$ cat src/rtl/sync_fifo_param_if.sv
// Handshake bundle for sync_fifo_param.
// master drives r/w/din; slave returns dout, occupancy and status flags.
interface sync_fifo_param_if #(
    parameter int WIDTH = 8,
    parameter int DEPTH = 16
);
    localparam int CW = $clog2(DEPTH + 1);

    logic             r;
    logic             w;
    logic [WIDTH-1:0] din;
    logic [WIDTH-1:0] dout;
    logic             is_empty;
    logic             is_full;
    logic             almost_empty;
    logic             almost_full;
    logic [CW-1:0]    count;
    logic             overflow;
    logic             underflow;

    modport master (
        output r, w, din,
        input  dout, is_empty, is_full,
        input  almost_empty, almost_full,
        input  count, overflow, underflow
    );

    modport slave (
        input  r, w, din,
        output dout, is_empty, is_full,
        output almost_empty, almost_full,
        output count, overflow, underflow
    );
endinterface

$ cat src/rtl/sync_fifo_param.sv
// Parametrised synchronous FIFO with count, thresholds, error pulses, FWFT.
// Ports: clk, reset (async active-low), bus (slave: r/w/din in, data+flags out).
module sync_fifo_param #(
    parameter int WIDTH     = 8,
    parameter int DEPTH     = 16,
    parameter int AFULL_TH  = DEPTH - 2,
    parameter int AEMPTY_TH = 2,
    parameter int FWFT      = 0
) (
    input  logic                clk,
    input  logic                reset,
    sync_fifo_param_if.slave    bus
);
    localparam int AW = $clog2(DEPTH);
    localparam int CW = $clog2(DEPTH + 1);
    localparam logic [CW-1:0] FULL_CNT = CW'(DEPTH);
    localparam logic [CW-1:0] AF_CNT   = CW'(AFULL_TH);
    localparam logic [CW-1:0] AE_CNT   = CW'(AEMPTY_TH);

    logic [WIDTH-1:0] mem [DEPTH];
    logic [AW-1:0]    wr_ptr;
    logic [AW-1:0]    rd_ptr;
    logic [CW-1:0]    cnt;
    logic [WIDTH-1:0] dout_q;
    logic             ovf_q;
    logic             unf_q;
    logic             empty;
    logic             full;
    logic             rd_ok;
    logic             wr_ok;

    assign empty = (cnt == '0);
    assign full  = (cnt == FULL_CNT);

    // A pop at full frees the slot the simultaneous push needs.
    assign rd_ok = bus.r & ~empty;
    assign wr_ok = bus.w & (~full | rd_ok);

    // Storage holds no reset; emptiness is tracked by cnt alone.
    always_ff @(posedge clk) begin
        if (wr_ok) begin
            mem[wr_ptr] <= bus.din;
        end
    end

    always_ff @(posedge clk or negedge reset) begin
        if (!reset) begin
            wr_ptr <= '0;
            rd_ptr <= '0;
            cnt    <= '0;
            dout_q <= '0;
            ovf_q  <= 1'b0;
            unf_q  <= 1'b0;
        end else begin
            ovf_q <= bus.w & ~wr_ok;
            unf_q <= bus.r & ~rd_ok;
            if (wr_ok) begin
                wr_ptr <= wr_ptr + AW'(1);
            end
            if (rd_ok) begin
                rd_ptr <= rd_ptr + AW'(1);
                dout_q <= mem[rd_ptr];
            end
            unique case (1'b1)
                wr_ok && !rd_ok: cnt <= cnt + CW'(1);
                rd_ok && !wr_ok: cnt <= cnt - CW'(1);
                default: ;
            endcase
        end
    end

    // FWFT shows the head directly; forced to 0 while empty so that
    // reset drives dout low in both modes.
    assign bus.dout = (FWFT != 0) ? (empty ? '0 : mem[rd_ptr])
                                  : dout_q;

    assign bus.is_empty     = empty;
    assign bus.is_full      = full;
    assign bus.almost_empty = (cnt <= AE_CNT);
    assign bus.almost_full  = (cnt >= AF_CNT);
    assign bus.count        = cnt;
    assign bus.overflow     = ovf_q;
    assign bus.underflow    = unf_q;
endmodule

$ cat src/flat_wrapper.sv
// flat-port wrapper written by rule: the top's interface ports become plain ports
module sync_fifo_param_flat 
#(
    parameter int WIDTH     = 8,
    parameter int DEPTH     = 16,
    parameter int AFULL_TH  = DEPTH - 2,
    parameter int AEMPTY_TH = 2,
    parameter int FWFT      = 0
)
  (clk, reset, bus_r, bus_w, bus_din, bus_dout, bus_is_empty, bus_is_full, bus_almost_empty, bus_almost_full, bus_count, bus_overflow, bus_underflow);
  sync_fifo_param_if #(.WIDTH(WIDTH), .DEPTH(DEPTH)) bus_i ();
  input  logic clk;
  input  logic reset;
  input wire logic [$bits(bus_i.r)-1:0] bus_r;
  input wire logic [$bits(bus_i.w)-1:0] bus_w;
  input wire logic [$bits(bus_i.din)-1:0] bus_din;
  output wire logic [$bits(bus_i.dout)-1:0] bus_dout;
  output wire logic [$bits(bus_i.is_empty)-1:0] bus_is_empty;
  output wire logic [$bits(bus_i.is_full)-1:0] bus_is_full;
  output wire logic [$bits(bus_i.almost_empty)-1:0] bus_almost_empty;
  output wire logic [$bits(bus_i.almost_full)-1:0] bus_almost_full;
  output wire logic [$bits(bus_i.count)-1:0] bus_count;
  output wire logic [$bits(bus_i.overflow)-1:0] bus_overflow;
  output wire logic [$bits(bus_i.underflow)-1:0] bus_underflow;
  assign bus_i.r = bus_r;
  assign bus_i.w = bus_w;
  assign bus_i.din = bus_din;
  assign bus_dout = bus_i.dout;
  assign bus_is_empty = bus_i.is_empty;
  assign bus_is_full = bus_i.is_full;
  assign bus_almost_empty = bus_i.almost_empty;
  assign bus_almost_full = bus_i.almost_full;
  assign bus_count = bus_i.count;
  assign bus_overflow = bus_i.overflow;
  assign bus_underflow = bus_i.underflow;
  sync_fifo_param #(.WIDTH(WIDTH), .DEPTH(DEPTH), .AFULL_TH(AFULL_TH), .AEMPTY_TH(AEMPTY_TH), .FWFT(FWFT)) u_core (.clk(clk), .reset(reset), .bus(bus_i));
endmodule
$ cat config.mk
export PLATFORM = sky130hd
export DESIGN_NAME = sync_fifo_param_flat
export DESIGN_NICKNAME = d
export VERILOG_FILES = /design/src/rtl/sync_fifo_param_if.sv /design/src/rtl/sync_fifo_param.sv /design/src/flat_wrapper.sv
export SDC_FILE = /design/constraint.sdc
export NUM_CORES = 1
export LEC_CHECK = 0
export ABC_AREA = 0
export CORE_UTILIZATION = 54
export CTS_BUF_LIST = sky130_fd_sc_hd__clkbuf_2
export CTS_CLUSTER_DIAMETER = 40
export DETAILED_ROUTE_END_ITERATION = 6
export GPL_TIMING_DRIVEN = 0
export PLACE_DENSITY = 0.73
export SYNTH_ARGS = -nofsm -noshare
export SYNTH_HDL_FRONTEND = slang
export SYNTH_SLANG_ARGS = --single-unit
$ cat constraint.sdc
create_clock -name clk -period 3.4 [get_ports clk]
set_clock_uncertainty 0.15 [all_clocks]
set_input_delay 0.68 -clock clk [delete_from_list [all_inputs] [get_ports clk]]
set_output_delay 0.68 -clock clk [all_outputs]
set_load 0.01 [all_outputs]
==> results.cfg, run 1 <==
[synthesis]
syn_inst = 316
ys_seq_area_share_pct = 72.9
async_flop_share_pct = 15.2
netlist-cell-type-count = 39
syn_avg_cell_area_um2 = 19.2
synth_edf_count = 128
yosys_warnings = 0
synth_fp_nets = 337
synth_area_mm2 = 0.00606
ys_ff_latch = 151
synth-main-ff-cell = edfxtp_1

[placement]
placedCellCount = 486
gp_congestion = 0.786
io_buffers = 30
hpwl_um = 7510

[global_route]
grt_max_degree = 24
first_global_vias = 3078
grt_pass1_wl_um = 17300
grt_antenna_before_repair = 0
grtUsageTotal_pct = 21.7
grt-ovfl-total = 0

[cts]
cts_tree = built
htreeDepth = 4
clock_latency_ps = 680
root_buffer = clkbuf_2
clock_sinks = 151
cts_buffer_depth = 2
cts_buffers = 17
path_clk_slew_ps = 230

[cells_and_area]
fillers = 772
syn2layout_area_growth_pct = 12.9
final_cell_count_no_fill = 520
mostFrequentLayoutCell = edfxtp_1
diodes = 0
utilization_pct = 62.9
final_cell_mix = edfxtp_1 (128), mux4_2 (32), clkdlybuf4s50_1 (29)
drive_gt1_share_pct = 22.1
nNetsFinal = 389

[run]
drv_cap = 0

[setup_path]
crit_chain = clkbuf_1 -> a2111oi_0 -> clkdlybuf4s50_1
start_kind = register
cp.buffers_inverters = 2
worstSetupEndpointType = output port
arrival_ps = 2320
crit_end = bus_almost_empty
ff2ff_setup_slack_ps = 290
timing.rr.end = u_core.bus.count[4]
r2r_start = u_core.bus.count[4]
path_max_fanout = 8
cpMaxStageDelayCell = clkdlybuf4s50_1
worstSetupStartpoint = u_core.bus.count[4]
slowest_delay_ps = 610
crit_type = reg2out
required_ps = 2570
cp_top_family = buffers and inverters
crit_cells = 3
ff2ff_path_depth = 8

[pwr]
ir_drop_mv = 0.427
cellPowerDensity_mw_per_mm2 = 790
leakage_nw = 2.36

[die]
die_x_um = 108
initial_utilization_pct = 55.7
fp-row-count = 38
core_mm2 = 0.0109
die_h_um = 108
io_pins = 31
die_area_mm2 = 0.0117

[routing]
first_pass_iters = 5
route.vias.total = 3025
drt-initial-drc-count = 279
drc_errors = 0
vias_per_cell = 5.82
drt-total-wl_um = 11500
ant_nets = 0
wl_per_cell_um = 22.0

[sta]
setup-violations-final = 0
worst_pin_slew_ps = 1240
slew_headroom_pct = 16.8
post-route-min-period_ps = 3150
slew_violations = 0
hold_ws_ps = 372
fin_tns_setup_ps = 0
timing.final.crit_share_pct = 92.8
finalHoldViolCount = 0
rsz0062_at_grt = no
fmax_mhz = 317

[run_status]
outcome = finished clean

[hold_path]
hold_path_class = reg2reg
[final cells by class]
class | count | area, µm² | share of cell area (%)
clock buffer | 19 | 95.1 | 1.39
sequential | 151 | 4420 | 64.6
buffer | 16 | 78.8 | 1.15
clock inverter | 12 | 175 | 2.56
inverter | 5 | 18.8 | 0.274
tap | 140 | 175 | 2.56
timing repair buffer | 33 | 325 | 4.75
multi-input combinational | 144 | 1560 | 22.7
[metrics by stage]
| step | cell area, µm² | total power, mW | worst slack, ps |
|---|---|---|---|
| floorplan | 6060 | 3.70 | 723 |
| global placement | 6540 | 4.30 | -104 |
| detailed placement | 6540 | 4.35 | -187 |
| CTS | 6810 | 5.42 | 4.66 |
| global route | 6850 | 5.69 | 36.7 |
| finish | 6850 | 5.41 | 245 |
[layer usage]
metal,global-route usage [%],part of all wire [%],vias to the layer above
li1,-,-,1374
met1,30.7,43,1527
met2,32.0,48,107
met3,5.73,7.5,17
met4,9.98,2.0,0
met5,0,0,-
[kinds of logic (layout without fill, tap and decap cells)]
kind of cell               Yosys count  in the layout  synth area share [%]
xor gates and xnor gates             9              9                  1.30
and+or+nand+nor                     52             52                  4.09
muxes                               52             52                  15.3
AOI/OAI and AO/OA                   22             22                  2.89
DFF                                151            151                  72.9
buffers and inverters               21             85                  1.61
adders and majority gates            9              9                  1.98
[where the power goes]
group	total [mW]	switching [mW]	internal, mW
registers	2.45	0.148	2.30
logic	1.88	0.978	0.898
clock network	1.08	0.597	0.486
total	5.41	1.72	3.68
[cells in the mapped netlist (3+ instances only)]
cell / n / share of area [%]
edfxtp_1: 128 / 63
mux4_2: 32 / 12
dfrtp_1: 23 / 9.5
nand2_1: 22 / 1.4
mux2i_1: 16 / 2.6
nor2_1: 14 / 0.87
ha_1: 8 / 1.7
o221ai_1: 8 / 1.2
xnor2_1: 7 / 1.0
buf_2: 6 / 0.50
clkbuf_1: 6 / 0.37
inv_1: 5 / 0.31
nor3_1: 5 / 0.41
mux2_2: 4 / 0.74
a21oi_1: 3 / 0.25
nand2b_1: 3 / 0.31
[worst register-to-register path, delay by kind of cell, from the launching register on]
| family | cells | cell delay (ps) |
|---|---|---|
| AOI/OAI and AO/OA | 4 | 1250 |
| buffers and inverters | 2 | 470 |
| adders and majority gates | 1 | 400 |
| DFF | 1 | 390 |
| muxes | 1 | 370 |
[worst min-delay path by stage]
stage | startpoint | end | slack, ps | cells past startpoint
after floorplan | reset | u_core.bus.count[0] | 230 | 0
after global placement | u_core.bus.dout[1] | u_core.bus.dout[1] | 320 | 2
after detailed placement | u_core.bus.dout[5] | u_core.bus.dout[5] | 330 | 2
after CTS | reset | u_core.rd_ptr[3] | 360 | 1
after global routing | reset | u_core.bus.dout[2] | 390 | 1
final | u_core.rd_ptr[3] | u_core.rd_ptr[3] | 370 | 1
[flip-flops by register name, summed over array words and instances, names as in the netlist]
| name | count |
|---|---|
| u_core.mem | 128 |
| u_core.bus.dout | 8 |
| u_core.bus.count | 5 |
| u_core.rd_ptr | 4 |
| u_core.wr_ptr | 4 |
| u_core.bus.overflow | 1 |
| u_core.bus.underflow | 1 |
[timing repair]
item	in CTS	in global routing
hold endpoints to repair	0	0
hold buffers	0	0
gates resized for setup	0	4
buffers inserted	0	2
setup endpoints to repair	0	2
(Power assumes the default switching activity.)
==> run 2, diff against run 1 <==
--- a/config.mk
+++ b/config.mk
@@ -6,9 +6,11 @@
 export NUM_CORES = 1
 export LEC_CHECK = 0
 export ABC_AREA = 0
+export CORE_ASPECT_RATIO = 0.9
 export CORE_UTILIZATION = 54
-export CTS_BUF_LIST = sky130_fd_sc_hd__clkbuf_2
+export CTS_BUF_LIST = sky130_fd_sc_hd__clkbuf_8
 export CTS_CLUSTER_DIAMETER = 40
+export CTS_CLUSTER_SIZE = 24
 export DETAILED_ROUTE_END_ITERATION = 6
 export GPL_TIMING_DRIVEN = 0
 export PLACE_DENSITY = 0.73
==> run 2 against run 1 <==
Against the previous run:
- maximum frequency down 2.6%
- core utilization is 0.20 points higher
- cell count increased by 1.9%
- design area up 0.44%
- die area about the same
- critical path type is now in2reg
- critical endpoint is now u_core.bus.count[4]
==> results.cfg, run 2 (synthesis results as in run 1) <==
[cells_and_area]
final_cell_count_no_fill = 530
fillers = 795
nNetsFinal = 386
largest_register = u_core.mem
final_cell_mix = edfxtp_1 (128), mux4_2 (32), clkdlybuf4s50_1 (30)
syn2layout_area_growth_pct = 13.4
mostFrequentLayoutCell = edfxtp_1
drive_gt1_share_pct = 19.8
utilization_pct = 63.1
largest_reg_flops = 128
diodes = 0

[setup_path]
slowest_delay_ps = 690
cpMaxStageDelayCell = a211oi_1
path_max_fanout = 6
cp_top_family = compound AO/OA/AOI/OAI gates
arrival_ps = 3440
crit_chain = clkdlybuf4s50_1 -> inv_1 -> a211oi_1 -> ha_1 -> a21o_1 -> a21oi_1 -> mux2_2 -> o211ai_1
start_kind = input pin
cp.buffers_inverters = 2
ff2ff_setup_slack_ps = 250
required_ps = 3600
worstSetupEndpointType = register
crit_type = in2reg

[sta]
post-route-min-period_ps = 3240
hold_ws_ps = 357
setup-violations-final = 0
fmax_mhz = 309
rsz0062_at_grt = no
timing.final.crit_share_pct = 95.3
finalHoldViolCount = 0
worst_pin_slew_ps = 1380
slew_violations = 0
slew_headroom_pct = 7.45

[routing]
drt-total-wl_um = 11500
route.vias.total = 3071
drt-initial-drc-count = 223
first_pass_iters = 5
wl_per_cell_um = 21.8
drc_errors = 0
ant_nets = 0
vias_per_cell = 5.79

[pwr]
switching_share_pct = 31.8
ir_drop_mv = 0.392
leakage_nw = 2.37
seqPwrFrac_pct = 45.3
power_frac_clock_pct = 20.4
p_sw_mw = 1.72
power_frac_comb_pct = 34.3
cellPowerDensity_mw_per_mm2 = 788
p_int_mw = 3.70

[global_route]
met2_usage_pct = 31.8
grt_use_met3_pct = 4.41
grtUsageTotal_pct = 21.5
first_global_vias = 2964
grt_max_degree = 24
top_usage_layer = met2
met1_usage_pct = 30.7
grt-ovfl-total = 0
grt_pass1_wl_um = 17200
grt_antenna_before_repair = 0

[placement]
io_buffers = 30
placedCellCount = 498
gp_congestion = 0.725
hpwl_um = 7740

[die]
die_h_um = 103
initial_utilization_pct = 55.6
core_mm2 = 0.0109
fp-row-count = 36
die_area_mm2 = 0.0117
die_x_um = 114
io_pins = 31

[cts]
clock_sinks = 151
cts_hold_buf = 0
post_cts_buffers = 0
cts_tree = built
htreeDepth = 4
clock_latency_ps = 430
path_clk_slew_ps = 80
root_buffer = clkbuf_8
cts_buffer_depth = 2
cts-resized-gates = 0
cts_buffers = 17

[run_status]
outcome = finished clean

[hold_path]
hold_path_class = reg2reg

[run]
drv_cap = 0
## run 2: metal layers
metal | routed length [µm] | vias to the layer above
li1 | - | 1361
met1 | 5200 | 1598
met2 | 5400 | 97
met3 | 752 | 15
met4 | 172 | 0
met5 | 0 | -
## run 2: power groups by stage
stage                     Clock [mW]  Sequential [mW]  Combinational [mW]
final                           1.11             2.45                1.86
after global routing            1.20             2.48                2.00
after CTS                       1.13             2.45                1.88
after detailed placement           0             2.49                1.88
after global placement             0             2.47                1.83
after floorplan                    0             2.48                1.22
## run 2: cell type report
class | count | area (µm²) | area share, %
Timing Repair Buffer | 30 | 300 | 4.37
Tap cell | 152 | 190 | 2.77
Sequential cell | 151 | 4420 | 64.3
Buffer | 16 | 78.8 | 1.15
Inverter | 5 | 18.8 | 0.273
Clock buffer | 19 | 262 | 3.80
Multi-Input combinational cell | 144 | 1550 | 22.6
Clock inverter | 13 | 55.1 | 0.801
## run 2: worst paths after layout
kind                                     startpoint                    to  depth (start not counted)
worst min register to register   u_core.bus.dout[7]    u_core.bus.dout[7]                          2
worst max-delay path                          bus_r   u_core.bus.count[4]                          8
max in group asynchronous                     reset    u_core.bus.dout[4]                          1
worst min-delay path             u_core.bus.dout[7]    u_core.bus.dout[7]                          2
min in group asynchronous                     reset  u_core.bus.underflow                          1
worst max register to register  u_core.bus.count[4]   u_core.bus.count[4]                          8
## run 2: metrics by stage
| stage | total power, mW | instance area, µm² | TNS, ps | setup slack (ps) |
|---|---|---|---|---|
| 2_1_floorplan | 3.70 | 6060 | 0 | 723 |
| 3_3_place_gp | 4.30 | 6560 | -122 | -122 |
| 3_5_place_dp | 4.37 | 6560 | -386 | -189 |
| 4_1_cts | 5.46 | 6870 | 0 | 232 |
| 5_1_grt | 5.68 | 6880 | 0 | 59.7 |
| 6_report | 5.42 | 6880 | 0 | 161 |
## run 2: worst min-delay path, stage by stage, from the launching register on
cell and delay (ps):
dfrtp_1 350, nand2_1 60, o221ai_1 60
==> run 3, diff against run 2 <==
--- a/config.mk
+++ b/config.mk
@@ -13,6 +13,7 @@
 export CTS_CLUSTER_SIZE = 24
 export DETAILED_ROUTE_END_ITERATION = 6
 export GPL_TIMING_DRIVEN = 0
+export HOLD_SLACK_MARGIN = 0.05
 export PLACE_DENSITY = 0.73
 export SYNTH_ARGS = -nofsm -noshare
 export SYNTH_HDL_FRONTEND = slang
==> constraint.sdc (replaced) <==
create_clock -name clk -period 3.2 [get_ports clk]
set_clock_uncertainty 0.15 [all_clocks]
set_input_delay 0.64 -clock clk [delete_from_list [all_inputs] [get_ports clk]]
set_output_delay 0.64 -clock clk [all_outputs]
set_load 0.01 [all_outputs]
==> run 3 against run 2 <==
Against the previous run:
- combinational power up 6%
- critical endpoint is now bus_is_empty
- design area about the same
- via count about the same
- largest cell class unchanged
==> results.cfg, run 3 (synthesis results as in run 1) <==
[placement]
io_buffers = 30
hpwl_um = 7740
gp_congestion = 0.725

[sta]
slew_headroom_pct = 8.46
setup-violations-final = 0
rsz0062_at_grt = no
timing.final.crit_share_pct = 94.9
fin_tns_setup_ps = 0
worst_pin_slew_ps = 1360
fmax_mhz = 329
slew_violations = 0
finalHoldViolCount = 0
post-route-min-period_ps = 3040

[cells_and_area]
nNetsFinal = 386
drive_gt1_share_pct = 20.1
largest_reg_flops = 128
final_cell_mix = edfxtp_1 (128), mux4_2 (32), clkdlybuf4s50_1 (30)
diodes = 0
mostFrequentLayoutCell = edfxtp_1
syn2layout_area_growth_pct = 13.5
largest_register = u_core.mem

[cts]
clock_sinks = 151
post_cts_buffers = 0
cts_buffer_depth = 2
htreeDepth = 4
clock_latency_ps = 430
cts-resized-gates = 0
root_buffer = clkbuf_8
cts_hold_buf = 0
cts_tree = built
cts_buffers = 17
path_clk_slew_ps = 70

[routing]
route.vias.total = 3069
drt-initial-drc-count = 232
wl_per_cell_um = 21.8
ant_nets = 0
first_pass_iters = 5
drc_errors = 0
vias_per_cell = 5.79
drt-total-wl_um = 11500

[global_route]
grt_antenna_before_repair = 0
grt-ovfl-total = 0
grt_pass1_wl_um = 17200
grt_max_degree = 24
first_global_vias = 2964
grtUsageTotal_pct = 21.5

[setup_path]
worstSetupEndpointType = output port
slowest_delay_ps = 540
crit_type = reg2out
cp.buffers_inverters = 2
cp_top_family = buffers and inverters
crit_chain = or4_1 -> buf_2 -> nor2_1 -> clkdlybuf4s50_1
start_kind = register
cpMaxStageDelayCell = or4_1
path_max_fanout = 7
required_ps = 2410
arrival_ps = 2250

[die]
io_pins = 31
die_h_um = 103
die_x_um = 114
core_mm2 = 0.0109
initial_utilization_pct = 55.6
die_area_mm2 = 0.0117
fp-row-count = 36

[hold_path]
hold_path_class = reg2reg

[run]
drv_cap = 0

[pwr]
leakage_nw = 2.37
total_power_mw = 5.76
cellPowerDensity_mw_per_mm2 = 838
ir_drop_mv = 0.417

[run_status]
outcome = finished clean
[run 3: cell count changes in the layout (fill, tap and decap cells not counted)]
cell      change
a211oi_2      +1
a211oi_1      -1
[run 3: worst reg2reg max path: stages, from the launching register on]
cell and delay (ps):
dfrtp_1 480, nor4_2 520, a211oi_2 230, fa_1 440, a21o_1 220, a21oi_1 250
mux2_2 370, o211ai_1 170
[run 3: worst paths after layout]
path / slack (ps) / endpoint / cells past startpoint / startpoint
setup / recovery: 160 / bus_is_empty / 4 / u_core.bus.count[0]
hold / removal: 360 / u_core.bus.dout[7] / 2 / u_core.bus.dout[7]
setup reg to reg: 270 / u_core.bus.count[4] / 7 / u_core.bus.count[0]
hold reg to reg: 360 / u_core.bus.dout[7] / 2 / u_core.bus.dout[7]
max in group asynchronous: 1600 / u_core.bus.dout[4] / 1 / reset
min in group asynchronous: 640 / u_core.bus.underflow / 1 / reset
[run 3: power by group]
part           switching (mW)  total (mW)  internal (mW)
logic                    1.04        1.98          0.937
registers               0.160        2.60           2.44
clock network           0.631        1.18          0.547
[run 3: cell type report]
| cell class | count | area, µm² |
|---|---|---|
| Fill cell | 795 | 4020 |
| Multi-Input combinational cell | 144 | 1560 |
| Buffer | 16 | 78.8 |
| Clock buffer | 19 | 262 |
| Inverter | 5 | 18.8 |
| Sequential cell | 151 | 4420 |
| Clock inverter | 13 | 55.1 |
| Timing Repair Buffer | 30 | 300 |
| Tap cell | 152 | 190 |
[run 3: metrics by stage]
step           area, µm²  setup WS (ps)  util [%]  std cells  hold WS [ps]
2_1_floorplan       6060            526         -        316           194
3_3_place_gp        6560           -282      60.1        498           319
3_5_place_dp        6560           -349      60.1        498           343
4_1_cts             6870           71.5      63.0        530           360
5_1_grt             6880           59.2      63.1        530           386
6_report            6880            163      63.1        530           358
[run 3: metal layers]
layer	vias to the layer above	wire length, µm	GRT usage, %
met3	17	881	4.41
met5	-	0	0
li1	1360	-	-
met2	101	5410	31.8
met4	0	213	11.1
met1	1591	5040	30.7
